**src/rtl/mux_switch_sequencer.sv**
```systemverilog
// Sequences a design-mux switch: hold all design resets, clock the new select into the
// mux control flops with a few conf-clock pulses, settle, then release the chosen design.
//
// state  | meaning
// -------+------------------------------------------------------------
// IDLE   | ready for a request; outputs hold last committed values
// ASSERT | all design resets forced high, old select still driven
// PULSE  | new select/enables driven, conf clock toggles low-first
// SETTLE | conf clock low, everything held while the mux settles
// DONE   | one-cycle done pulse, selected design released from reset
module mux_switch_sequencer #(
   parameter int unsigned RST_CYCLES    = 4,
   parameter int unsigned CONF_PULSES   = 3,
   parameter int unsigned SETTLE_CYCLES = 8
) (
   input  logic       wb_clk_i,
   input  logic       rst_n,
   input  logic       i_req_valid,
   output logic       o_req_ready,
   input  logic [3:0] i_req_sel,
   input  logic       i_req_sys_reset_en,
   input  logic       i_req_auto_reset_en,
   output logic       o_mux_conf_clk,
   output logic [3:0] o_mux_sel,
   output logic       o_mux_sys_reset_enb,
   output logic       o_mux_auto_reset_enb,
   output logic [7:0] o_design_reset,
   output logic       o_busy,
   output logic       o_done,
   output logic [3:0] o_cur_sel
);

   typedef enum logic [2:0] {
      ST_IDLE   = 3'd0,
      ST_ASSERT = 3'd1,
      ST_PULSE  = 3'd2,
      ST_SETTLE = 3'd3,
      ST_DONE   = 3'd4
   } state_e;

   // Terminal counts: each state reloads its down-counter on entry and exits at zero.
   localparam logic [7:0] ASSERT_TC = 8'(RST_CYCLES - 1);
   localparam logic [7:0] PULSE_TC  = 8'(2 * CONF_PULSES - 1);
   localparam logic [7:0] SETTLE_TC = 8'(SETTLE_CYCLES - 1);

   state_e     state_q;
   logic [7:0] cnt_q;
   logic [3:0] req_sel_q;
   logic       req_sys_en_q;
   logic       req_auto_en_q;
   logic       conf_clk_q;
   logic [3:0] mux_sel_q;
   logic       sys_enb_q;
   logic       auto_enb_q;
   logic [7:0] design_reset_q;
   logic       done_q;
   logic [3:0] cur_sel_q;
   logic [7:0] release_mask;

   // Designs 8..15 have no reset line, so selecting them keeps every design in reset.
   always_comb begin
      release_mask = 8'hFF;
      if (!req_sel_q[3]) begin
         release_mask = ~(8'h01 << req_sel_q[2:0]);
      end
   end

   always_ff @(posedge wb_clk_i or negedge rst_n) begin
      if (!rst_n) begin
         state_q        <= ST_IDLE;
         cnt_q          <= 8'd0;
         req_sel_q      <= 4'hF;
         req_sys_en_q   <= 1'b0;
         req_auto_en_q  <= 1'b1;
         conf_clk_q     <= 1'b0;
         mux_sel_q      <= 4'hF;
         sys_enb_q      <= 1'b1;
         auto_enb_q     <= 1'b0;
         design_reset_q <= 8'hFF;
         done_q         <= 1'b0;
         cur_sel_q      <= 4'hF;
      end else begin
         done_q <= 1'b0;
         case (state_q)
            ST_IDLE: begin
               if (i_req_valid) begin
                  req_sel_q      <= i_req_sel;
                  req_sys_en_q   <= i_req_sys_reset_en;
                  req_auto_en_q  <= i_req_auto_reset_en;
                  design_reset_q <= 8'hFF;
                  cnt_q          <= ASSERT_TC;
                  state_q        <= ST_ASSERT;
               end
            end
            ST_ASSERT: begin
               if (cnt_q == 8'd0) begin
                  // New select lands while conf clock is low, ahead of the first rising edge.
                  mux_sel_q  <= req_sel_q;
                  sys_enb_q  <= ~req_sys_en_q;
                  auto_enb_q <= ~req_auto_en_q;
                  conf_clk_q <= 1'b0;
                  cnt_q      <= PULSE_TC;
                  state_q    <= ST_PULSE;
               end else begin
                  cnt_q <= cnt_q - 8'd1;
               end
            end
            ST_PULSE: begin
               if (cnt_q == 8'd0) begin
                  conf_clk_q <= 1'b0;
                  cnt_q      <= SETTLE_TC;
                  state_q    <= ST_SETTLE;
               end else begin
                  conf_clk_q <= ~conf_clk_q;
                  cnt_q      <= cnt_q - 8'd1;
               end
            end
            ST_SETTLE: begin
               if (cnt_q == 8'd0) begin
                  done_q         <= 1'b1;
                  cur_sel_q      <= req_sel_q;
                  design_reset_q <= release_mask;
                  state_q        <= ST_DONE;
               end else begin
                  cnt_q <= cnt_q - 8'd1;
               end
            end
            ST_DONE: begin
               state_q <= ST_IDLE;
            end
            default: begin
               conf_clk_q <= 1'b0;
               state_q    <= ST_IDLE;
            end
         endcase
      end
   end

   assign o_req_ready          = (state_q == ST_IDLE);
   assign o_busy               = (state_q != ST_IDLE);
   assign o_mux_conf_clk       = conf_clk_q;
   assign o_mux_sel            = mux_sel_q;
   assign o_mux_sys_reset_enb  = sys_enb_q;
   assign o_mux_auto_reset_enb = auto_enb_q;
   assign o_design_reset       = design_reset_q;
   assign o_done               = done_q;
   assign o_cur_sel            = cur_sel_q;

endmodule

```
**config.mk**
```make
export PLATFORM = sky130hd
export DESIGN_NAME = mux_switch_sequencer
export DESIGN_NICKNAME = d
export VERILOG_FILES = /design/src/rtl/mux_switch_sequencer.sv
export SDC_FILE = /design/constraint.sdc
export NUM_CORES = 1
export LEC_CHECK = 0
export ABC_AREA = 1
export CORE_ASPECT_RATIO = 1.1
export CORE_MARGIN = 2
export CORE_UTILIZATION = 66
export DETAILED_ROUTE_END_ITERATION = 12
export DONT_BUFFER_PORTS = 1
export PLACE_DENSITY = 0.82
export SYNTH_ARGS = -nofsm -noshare
export SYNTH_HDL_FRONTEND = slang
export SYNTH_SLANG_ARGS = --single-unit
```
**constraint.sdc**
```tcl
create_clock -name wb_clk_i -period 3.07 [get_ports wb_clk_i]
set_clock_uncertainty 0.05 [all_clocks]
set_input_delay 0.614 -clock wb_clk_i [delete_from_list [all_inputs] [get_ports wb_clk_i]]
set_output_delay 0.614 -clock wb_clk_i [all_outputs]
set_load 0.005 [all_outputs]
```
* Word-level counts from Yosys, hierarchy flattened
Cells that the tools add are included.
Operators by class: add/sub/neg operators 1, multipliers 0, div/mod/pow operators 0, $lt $le $gt $ge 0, eq/ne operators 9, shift-type cells 1, muxes and demuxes 19, bitwise operators 5, reduce and logical (&&, ||, !) cells 13
Operators with widths (count):
- $mux W8 | 7
- $pmux W8 S4 | 1
- $pmux W8 S2 | 1
- $mux W3 | 4
- $pmux W3 S4 | 1
- $ne A2 B2 Y1 const B | 5
- $logic_not A8 Y1 | 1
- $not A8 Y8 | 1
- $reduce_and A2 Y1 | 4
- $shl A1 B3 Y8 const A | 1
- $sub A8 B1 Y8 const B | 1
- $eq A3 B2 Y1 const B | 2
- $reduce_and A3 Y1 | 2
- $mux W1 | 4
- $not A1 Y1 | 4
- $reduce_and A4 Y1 | 1
- $reduce_bool A4 Y1 | 1
- $eq A3 B1 Y1 const B | 1
- $eq A3 B3 Y1 const B | 1
- $logic_not A3 Y1 | 1
- $pmux W1 S3 | 1
- $reduce_bool A3 Y1 | 1
- $reduce_or A3 Y1 | 1
- $reduce_bool A2 Y1 | 1
Storage, ports and cells: flip-flop bits (word level) 37, bits in latches 0, memory bits (writable) 0, bits in read-only memories 0, input bits 9, output and inout port bits 22, logic and storage cells 60, memories kept 0

* Depth between registers and ports, before layout
Gate-level depths: netlist of the first run.
depth in word-level cells 5, gate-level depth with buffers 10, gate-level depth less buffers 9

* Worst setup path before layout of the first run
OpenSTA, ideal clock, no wires.
kind register -> register, start register cnt_q[0], end register cnt_q[6], arrival time 1.299 ns, required time 2.898 ns, path slack 1.599 ns, stages on the path, launching flop included 11, period minus slack after synthesis 1.471 ns, cells stage by stage dfrtp_1 > inv_1 > ha_1 > nand2_1 > nor2_4 > nand2_4 > buf_6 > nand3_1 > nand2_1 > inv_1 > a21oi_1
Between the ends: longest elaborated chain between the ends 3
Ends and longest elaborated chain:
- start, declared | RTL line 47 | logic [7:0] cnt_q;
- start signal, assigned | RTL line 105 | cnt_q <= cnt_q - 8'd1;
- start signal, assigned | RTL line 115 | cnt_q <= cnt_q - 8'd1;
- start signal, assigned | RTL line 125 | cnt_q <= cnt_q - 8'd1;
- $sub A8 B1 Y8 or $logic_not A8 Y1 (tied branches)
- $mux W8, or another cell as far along | RTL line 119 | if (cnt_q == 8'd0) begin
- $pmux W8 S4 or $reduce_and A3 Y1 (tied branches)
Parallel ways exist; a longest one is shown, timed or not. The select of a mux whose other input is x is not followed. A chain may end at the register's enable or synchronous reset.

* Worst setup path in the final report of the first run
start register state_q[1], end output port o_req_ready
Between the ends: longest elaborated chain between the ends 1
Ends and longest elaborated chain:
- start, declared | RTL line 46 | state_e state_q;
- start signal, assigned | RTL line 70 | state_q <= ST_IDLE;
- start signal, assigned | RTL line 92 | state_q <= ST_ASSERT;
- start signal, assigned | RTL line 103 | state_q <= ST_PULSE;
- $logic_not A3 Y1 | RTL line 139 | assign o_req_ready = (state_q == ST_IDLE);
- end, declared | RTL line 19 | output logic o_req_ready,
Every way passes these cells.

==> key figures, run 1 <==
Yosys
  • Mean Syn Cell Area: 8.682 um^2
  • Asr flop ratio synth: 100.0%
  • Most common flop cell mapped by yosys: dfstp_2
  • Seq/Total Area, Yosys: 51.80%
  • Synth warnings: 0
  • Cells after synthesis: 212
  • Post-Syn Area: 1841 um^2
  • Synth Net Count: between 200 and 250
  • Post-synthesis register bit count: 37
  • Synth cell types: 26
  • EDFF count, synth: 0

Timing
  • Max_slew headroom: 53.72%
  • Final setup vio count: 0
  • Crit path time final: ~1.9 ns
  • Final hold violation count: 0
  • Final WS setup: approximately 1.2 ns
  • Max Clk Rate: 524.2 MHz
  • Setup TNS Final: 0 ns
  • RSZ-0062 raised after global routing: false
  • Tcrit/Tclk final: 62.14%
  • Worst-margin pin slew: 0.6920 ns
  • Final Max Tran Viols: 0

Detailed routing
  • Pre-Repair DR Iteration Count: 4
  • Initial DRC Count: 64
  • Post-route antenna net violation count: 0
  • Via count: about 1500
  • WL final: 3.836 mm
  • Routed wire per std cell: 15.28 um
  • DRC Markers: 0
  • Via density: 5.825

Worst setup path
  • Startpoint Class: flip-flop
  • Worst Path Arrival: between 1 and 1.5 ns
  • CP Class: flip-flop to primary output
  • CP endpoint kind: primary output
  • Max Fanout on Critical Path: 5
  • Req. time, crit path: 2.41 ns
  • Worst R2R Path Depth: 8

Clock network
  • Clk_lat worst skew: 0.36 ns
  • CTS Sinks: 37
  • Clk root buf: clkbuf_4
  • CTS tree: done
  • Clock buffer depth: 2
  • Post-CTS Setup Bufs: 0
  • Clk slew on worst S/H paths: about 0.12 ns
  • Num CTS Buffers: 5
  • H-tree depth: 2

Finish
  • Fill count: 196
  • Final design instance area without fill: 1937 um^2
  • Inserted Diodes: 0
  • Commonest non-fill, non-tap cell in the layout: nand2_1
  • Area Growth Syn to Fin: 5.235%
  • Multi-input gate area: 725.7 um^2
  • FF+latch area: 953.4 um^2
  • Final non-filler cell total: ~250
  • Most frequent cells in the layout: nand2_1, nor2_1, inv_1, dfstp_2, dfrtp_1
  • Nets: 227
  • Layout cells sized above 1: 21.56%

GRT
  • Grt total ovfl: 0
  • Tot GR Track Use: between 20% and 30%
  • Vias in the first global route: ~1400
  • Initial antenna violation count: 0
  • First-pass GRT wire length: 6.465 mm
  • Largest net degree at the start of global routing: 24

Placement
  • Post-Place Setup Slack: approximately 1.3 ns
  • Hpwl dp: 2.575 mm
  • Placed cell areas: 1843 um^2
  • Cell count after placement: 242
  • GP Congestion: 0.8421
  • # port buffers: 0

Floorplan
  • Initial core utilization: just under 70%
  • Die X: 54.35 um
  • Core region area: 2703 um^2
  • Die height: between 50 and 60 um
  • Ports: 31
  • Row cnt: 20
  • Die area: 3228 um^2

Pwr
  • PnR Total Power: 0.0008476 W
  • Reg power frac: 57.7%
  • Sw frac: 21.86%
  • Clock share of power: roughly two fifths
  • VDD IR max: 0.3226 mV
  • Combinational share of power: 0.6%
  • PD cells: 437.6 nW/um^2
  • Internal: 0.0006623 W
  • Psw: 0.0001853 W
  • Leak Pwr: 0.9743 nW

Run status
  • Status: finished clean

Flow run
  • Max-Cap Viols: 0

Min path
  • Hold crit path type: input pin to async pin
==> per-layer routing <==
layer  track usage, %  wire (um)  vias to the layer above
li1                 -          -                      691
met1            35.80       1536                      704
met2            44.92       1989                       61
met3            10.86        260                        6
met4            8.214         51                        0
met5                0          0                        -
==> critical path: stages, from the launching register on <==
cell     delay [ns]
dfrtp_1        0.47
nor2_4         0.23
nand2_4        0.09
inv_4          0.09
==> final timing paths <==
kind | start | endpoint | slack [ns]
min reg2reg | req_sys_en_q$_DFFE_PN0P_ | o_mux_sys_reset_enb$_DFFE_PN1P_ | 0.39
max reg2reg | cnt_q[0]$_DFFE_PN0P_ | cnt_q[0]$_DFFE_PN0P_ | 1.23
max in group asynchronous | rst_n | cnt_q[1]$_DFFE_PN0P_ | 1.85
min in group wb_clk_i | i_req_sel[0] | req_sel_q[0]$_DFFE_PN1P_ | 0.33
min | rst_n | o_design_reset[3]$_DFFE_PN1P_ | 0.03
max | state_q[1]$_DFFE_PN0P_ | o_req_ready | 1.16
==> cells in the mapped netlist, types with 3 or more instances <==
library cell	instances	area, um^2
nand2_1	42	157.7
mux2_2	3	33.78
nand3_1	9	45.04
inv_1	29	108.9
dfrtp_1	15	375.4
nor2_4	3	33.78
o21ai_1	5	25.02
nor3_1	3	15.01
dfstp_2	22	578.1
a21oi_1	11	55.05
nor2_1	32	120.1
nand4_1	5	31.28
o21ai_0	8	40.04
a31oi_1	8	50.05
nor2_2	3	18.77
==> metrics by stage <==
stage | hold slack (ns) | util, %
2_1_floorplan | 0.2684 | -
3_3_place_gp | 0.2694 | 68.19
3_5_place_dp | 0.2695 | 68.19
4_1_cts | 0.03068 | 71.67
5_1_grt | 0.002089 | 71.67
6_report | 0.02656 | 71.67
==> state kept, by name, indices dropped and copies added (netlist names) <==
name / count
o_mux_sys_reset_enb: 1
o_cur_sel: 4
o_done: 1
req_auto_en_q: 1
o_mux_auto_reset_enb: 1
o_mux_sel: 4
o_mux_conf_clk: 1
o_design_reset: 8
cnt_q: 8
state_q: 3
req_sel_q: 4
req_sys_en_q: 1
==> final cells by class <==
type | count | area share (%)
inverters | 32 | 6.331
clock buffers | 5 | 1.938
clock inverters | 3 | 2.390
multi-input cells | 140 | 37.47
repair buffers | 1 | 0.5168
well taps | 33 | 2.132
flip-flops and latches | 37 | 49.22
==> logic make-up (layout without fill, tap and decap cells) <==
kind of cell / after synthesis / after routing / synth area share (%)
AO/OA/AOI/OAI: 34 / 34 / 10.13
adder cells (fa/ha/maj): 1 / 1 / 0.6797
AND/OR/NAND/NOR: 101 / 101 / 26.31
XOR/XNOR: 1 / 1 / 0.4760
buffers and inverters: 35 / 41 / 8.770
flip-flops: 37 / 37 / 51.80
multiplexers: 3 / 3 / 1.835
==> what timing repair did <==
action / CTS / global route
hold buffers: 1 / 0
endpoints found under the hold margin: 15 / 0
gates resized for setup: 0 / 0
==> power by group through the flow <==
stage | clock, W | combinational (W) | sequential (W)
2_1_floorplan | 0 | 0.000000441 | 0.000497
6_report | 0.000353 | 0.00000510 | 0.000489
5_1_grt | 0.000375 | 0.00000617 | 0.000489
3_5_place_dp | 0 | 0.000000491 | 0.000497
4_1_cts | 0.000353 | 0.00000557 | 0.000489
3_3_place_gp | 0 | 0.000000462 | 0.000497
No activity file was read; power rests on OpenSTA's default activity.
==> inputs of run 2 (changes only) <==
--- a/config.mk
+++ b/config.mk
@@ -8,10 +8,10 @@
 export ABC_AREA = 1
 export CORE_ASPECT_RATIO = 1.1
 export CORE_MARGIN = 2
-export CORE_UTILIZATION = 66
+export CORE_UTILIZATION = 56
 export DETAILED_ROUTE_END_ITERATION = 12
 export DONT_BUFFER_PORTS = 1
-export PLACE_DENSITY = 0.82
+export PLACE_DENSITY = 0.74
 export SYNTH_ARGS = -nofsm -noshare
 export SYNTH_HDL_FRONTEND = slang
 export SYNTH_SLANG_ARGS = --single-unit
==> constraint.sdc (replaced) <==
create_clock -name wb_clk_i -period 1.57 [get_ports wb_clk_i]
set_clock_uncertainty 0.05 [all_clocks]
set_input_delay 0.314 -clock wb_clk_i [delete_from_list [all_inputs] [get_ports wb_clk_i]]
set_output_delay 0.314 -clock wb_clk_i [all_outputs]
set_load 0.005 [all_outputs]
==> run 2 against run 1 <==
  * The run now ends with design-rule violations left
  * Via count fell by 2.6%
  * Power up 91%
  * Worst hold slack gained 0.013 ns
  * Largest cell class unchanged
  * Critical endpoint is now o_cur_sel[1]$_DFFE_PN1P_
  * Clock-buffer cell count grew 2
  * Sequential share of layout area shrank 3.2 points
  * Highest routed layer unchanged
  * Final area up 7.1%
  * Die area up 17%
  * Register-to-register slack got worse by 1.2 ns
==> key figures, run 2 (synthesis gave the netlist of run 1 again) <==
Run status
  • Status: complete, but fails checks
  • Failing checks: design-rule violations

Finish
  • Fill count: 257 (+31%)
  • Nets: 238 (+4.8%)
  • Inserted Diodes: 0 (unchanged)
  • Area Growth Syn to Fin: 12.71%
  • Most frequent cells in the layout: nand2_1, nor2_1, inv_1, dfstp_2, dfrtp_1
  • FF+latch area: 954.7 um^2 (+0.13%)
  • Final non-filler cell total: 263 (+4.8%)
  • Commonest non-fill, non-tap cell in the layout: nand2_1
  • Multi-input gate area: 763.2 um^2 (+5.2%)
  • Layout cells sized above 1: 30.13% (+8.6 points)

Floorplan
  • Initial core utilization: 59.36% (-8.7 points)
  • Die X: 58.66 um (+7.9%)
  • Die height: 64.13 um (+8.0%)
  • Ports: 31 (unchanged)
  • Core region area: 3100 um^2 (+15%)
  • Row cnt: 21 (+5.0%)
  • Die area: 3762 um^2 (+17%)

Detailed routing
  • Pre-Repair DR Iteration Count: 8 (+4)
  • Via density: 5.414 (-7.0%)
  • Post-route antenna net violation count: 0 (unchanged)
  • Routed wire per std cell: 14.87 um (-2.7%)
  • Initial DRC Count: 37 (-42%)
  • Via count: 1424 (-2.6%)
  • WL final: 3.911 mm (+2.0%)
  • DRC Markers: 1 (+1)

Worst setup path
  • Worst R2R Start: cnt_q[1]$_DFFE_PN0P_
  • Reg2reg setup slack: 0.05 ns (-1.18 ns)
  • Worst R2R Path Depth: 7 (-1)
  • CP endpoint: o_cur_sel[1]$_DFFE_PN1P_
  • CP startpoint: cnt_q[1]$_DFFE_PN0P_
  • Startpoint Class: flip-flop
  • CP endpoint kind: flip-flop
  • Max Fanout on Critical Path: 9 (+4)
  • Worst reg2reg path endpoint: o_cur_sel[1]$_DFFE_PN1P_
  • CP Class: flip-flop to flip-flop
  • Req. time, crit path: 1.78 ns (-0.63 ns)
  • Worst Path Arrival: 1.73 ns (+0.49 ns)

GRT
  • Initial antenna violation count: 0 (unchanged)
  • Tot GR Track Use: 22.40% (-5.9 points)
  • Vias in the first global route: 1344 (-6.5%)
  • First-pass GRT wire length: 6.230 mm (-3.6%)
  • Largest net degree at the start of global routing: 38 (+58%)
  • Grt total ovfl: 0 (unchanged)

Clock network
  • Clk slew on worst S/H paths: 0.12 ns (about the same)
  • Clk_lat worst skew: 0.35 ns (about the same)
  • CTS Sinks: 37 (unchanged)
  • Clock buffer depth: 2 (unchanged)
  • CTS tree: done
  • Clk root buf: clkbuf_4
  • H-tree depth: 2 (unchanged)
  • Num CTS Buffers: 5 (unchanged)

Placement
  • Hpwl dp: 2.694 mm (+4.6%)
  • # port buffers: 0 (unchanged)
  • Cell count after placement: 249 (+2.9%)
  • GP Congestion: 0.8487 (+0.78%)

Timing
  • RSZ-0062 raised after global routing: true
  • Max_slew headroom: 75.63% (+22 points)
  • Final setup vio count: 0 (unchanged)
  • Final Max Tran Viols: 0 (unchanged)
  • Max Clk Rate: 659.7 MHz
  • Tcrit/Tclk final: 96.55%
  • Worst-margin pin slew: 0.3656 ns (-0.3263 ns)
  • Final hold violation count: 0 (unchanged)
  • Crit path time final: roughly 1.5 ns
  • Hold slack: 0.03969 ns (+0.01313 ns)

Pwr
  • Internal: 0.001279 W (+93%)
  • Reg power frac: 59.0% (+1.3 points)
  • VDD IR max: 0.9849 mV (+210%)
  • Leak Pwr: 1.030 nW (+5.7%)
  • PD cells: 781.4 nW/um^2 (+79%)
  • Psw: 0.0003416 W (+84%)
  • Combinational share of power: 1.6% (+1.0 points)
  • Sw frac: 21.07% (-0.78 points)
  • PnR Total Power: 0.001621 W (+91%)
  • Clock share of power: 39.4% (-2.3 points)

Min path
  • Hold crit path type: input pin to flip-flop

Flow run
  • Max-Cap Viols: 0 (unchanged)
## run 2: changes by cell type in the layout (fill, tap and decap cells not counted), sizes merged
cell,previous run,this run
buf,0,11
clkbuf,5,7
bufinv,1,0
clkinv,1,0
clkinvlp,1,0
inv,32,33
## run 2: per-stage QoR
step / area [um^2] / worst slack [ns] / setup TNS [ns] / util, %
4_1_cts: 2014 / 0.0004921 / 0 / 64.97
5_1_grt: 2074 / -0.05745 / -0.1949 / 66.91
3_5_place_dp: 1889 / -0.03330 / -0.05623 / 60.94
3_3_place_gp: 1889 / 0.04596 / 0 / 60.94
6_report: 2074 / 0.05419 / 0 / 66.91
2_1_floorplan: 1841 / 0.09869 / 0 / -
## run 2: final cells by class
class	count	share of cell area, %
clock buffer	7	3.679
multi-input combinational	140	36.79
tap	34	2.051
inverter	32	5.911
clock inverter	1	0.3016
sequential	37	46.02
timing repair buffer	12	5.247
## run 2: per-layer routing
layer / track usage [%] / share of wire, % / wire, um / vias up
li1: - / - / - / 711
met1: 28.25 / 43 / 1687 / 650
met2: 34.13 / 46 / 1809 / 55
met3: 8.907 / 8.4 / 327 / 8
met4: 9.091 / 2.2 / 87 / 0
met5: 0 / 0 / 0 / -
## run 2: power by group through the flow
stage / clock network [W] / logic (W) / registers [W]
global placement: 0 / 0.000000929 / 0.000972
floorplan: 0 / 0.000000861 / 0.000972
finish: 0.000639 / 0.0000257 / 0.000956
detailed placement: 0 / 0.000000919 / 0.000972
CTS: 0.000654 / 0.0000271 / 0.000956
global route: 0.000698 / 0.0000304 / 0.000956
## run 2: worst min-delay path by stage
stage,start,endpoint,slack [ns],cells past startpoint
floorplan,rst_n,cnt_q[0]$_DFFE_PN0P_,-0.03,0
global placement,rst_n,cnt_q[4]$_DFFE_PN0P_,-0.03,0
detailed placement,rst_n,cnt_q[4]$_DFFE_PN0P_,-0.03,0
CTS,i_req_sel[1],req_sel_q[1]$_DFFE_PN1P_,0.03,2
global route,i_req_sel[0],req_sel_q[0]$_DFFE_PN1P_,0.04,2
finish,i_req_sel[1],req_sel_q[1]$_DFFE_PN1P_,0.04,2
## run 2: timing repair
action / 4_1_cts / 5_1_grt
endpoints found under the setup margin: 24 / 29
pin swaps: 2 / 2
hold endpoints to repair: 37 / 0
resized for setup: 3 / 12
hold buffers: 2 / 0
buffers inserted: 1 / 3
## run 2: critical path, cell delays in order, from the launching register on
cell,delay (ns)
dfrtp_1,0.42
inv_2,0.09
ha_4,0.16
nand2_2,0.08
nor2_4,0.14
nand2_4,0.12
buf_4,0.19
o21ai_0,0.17
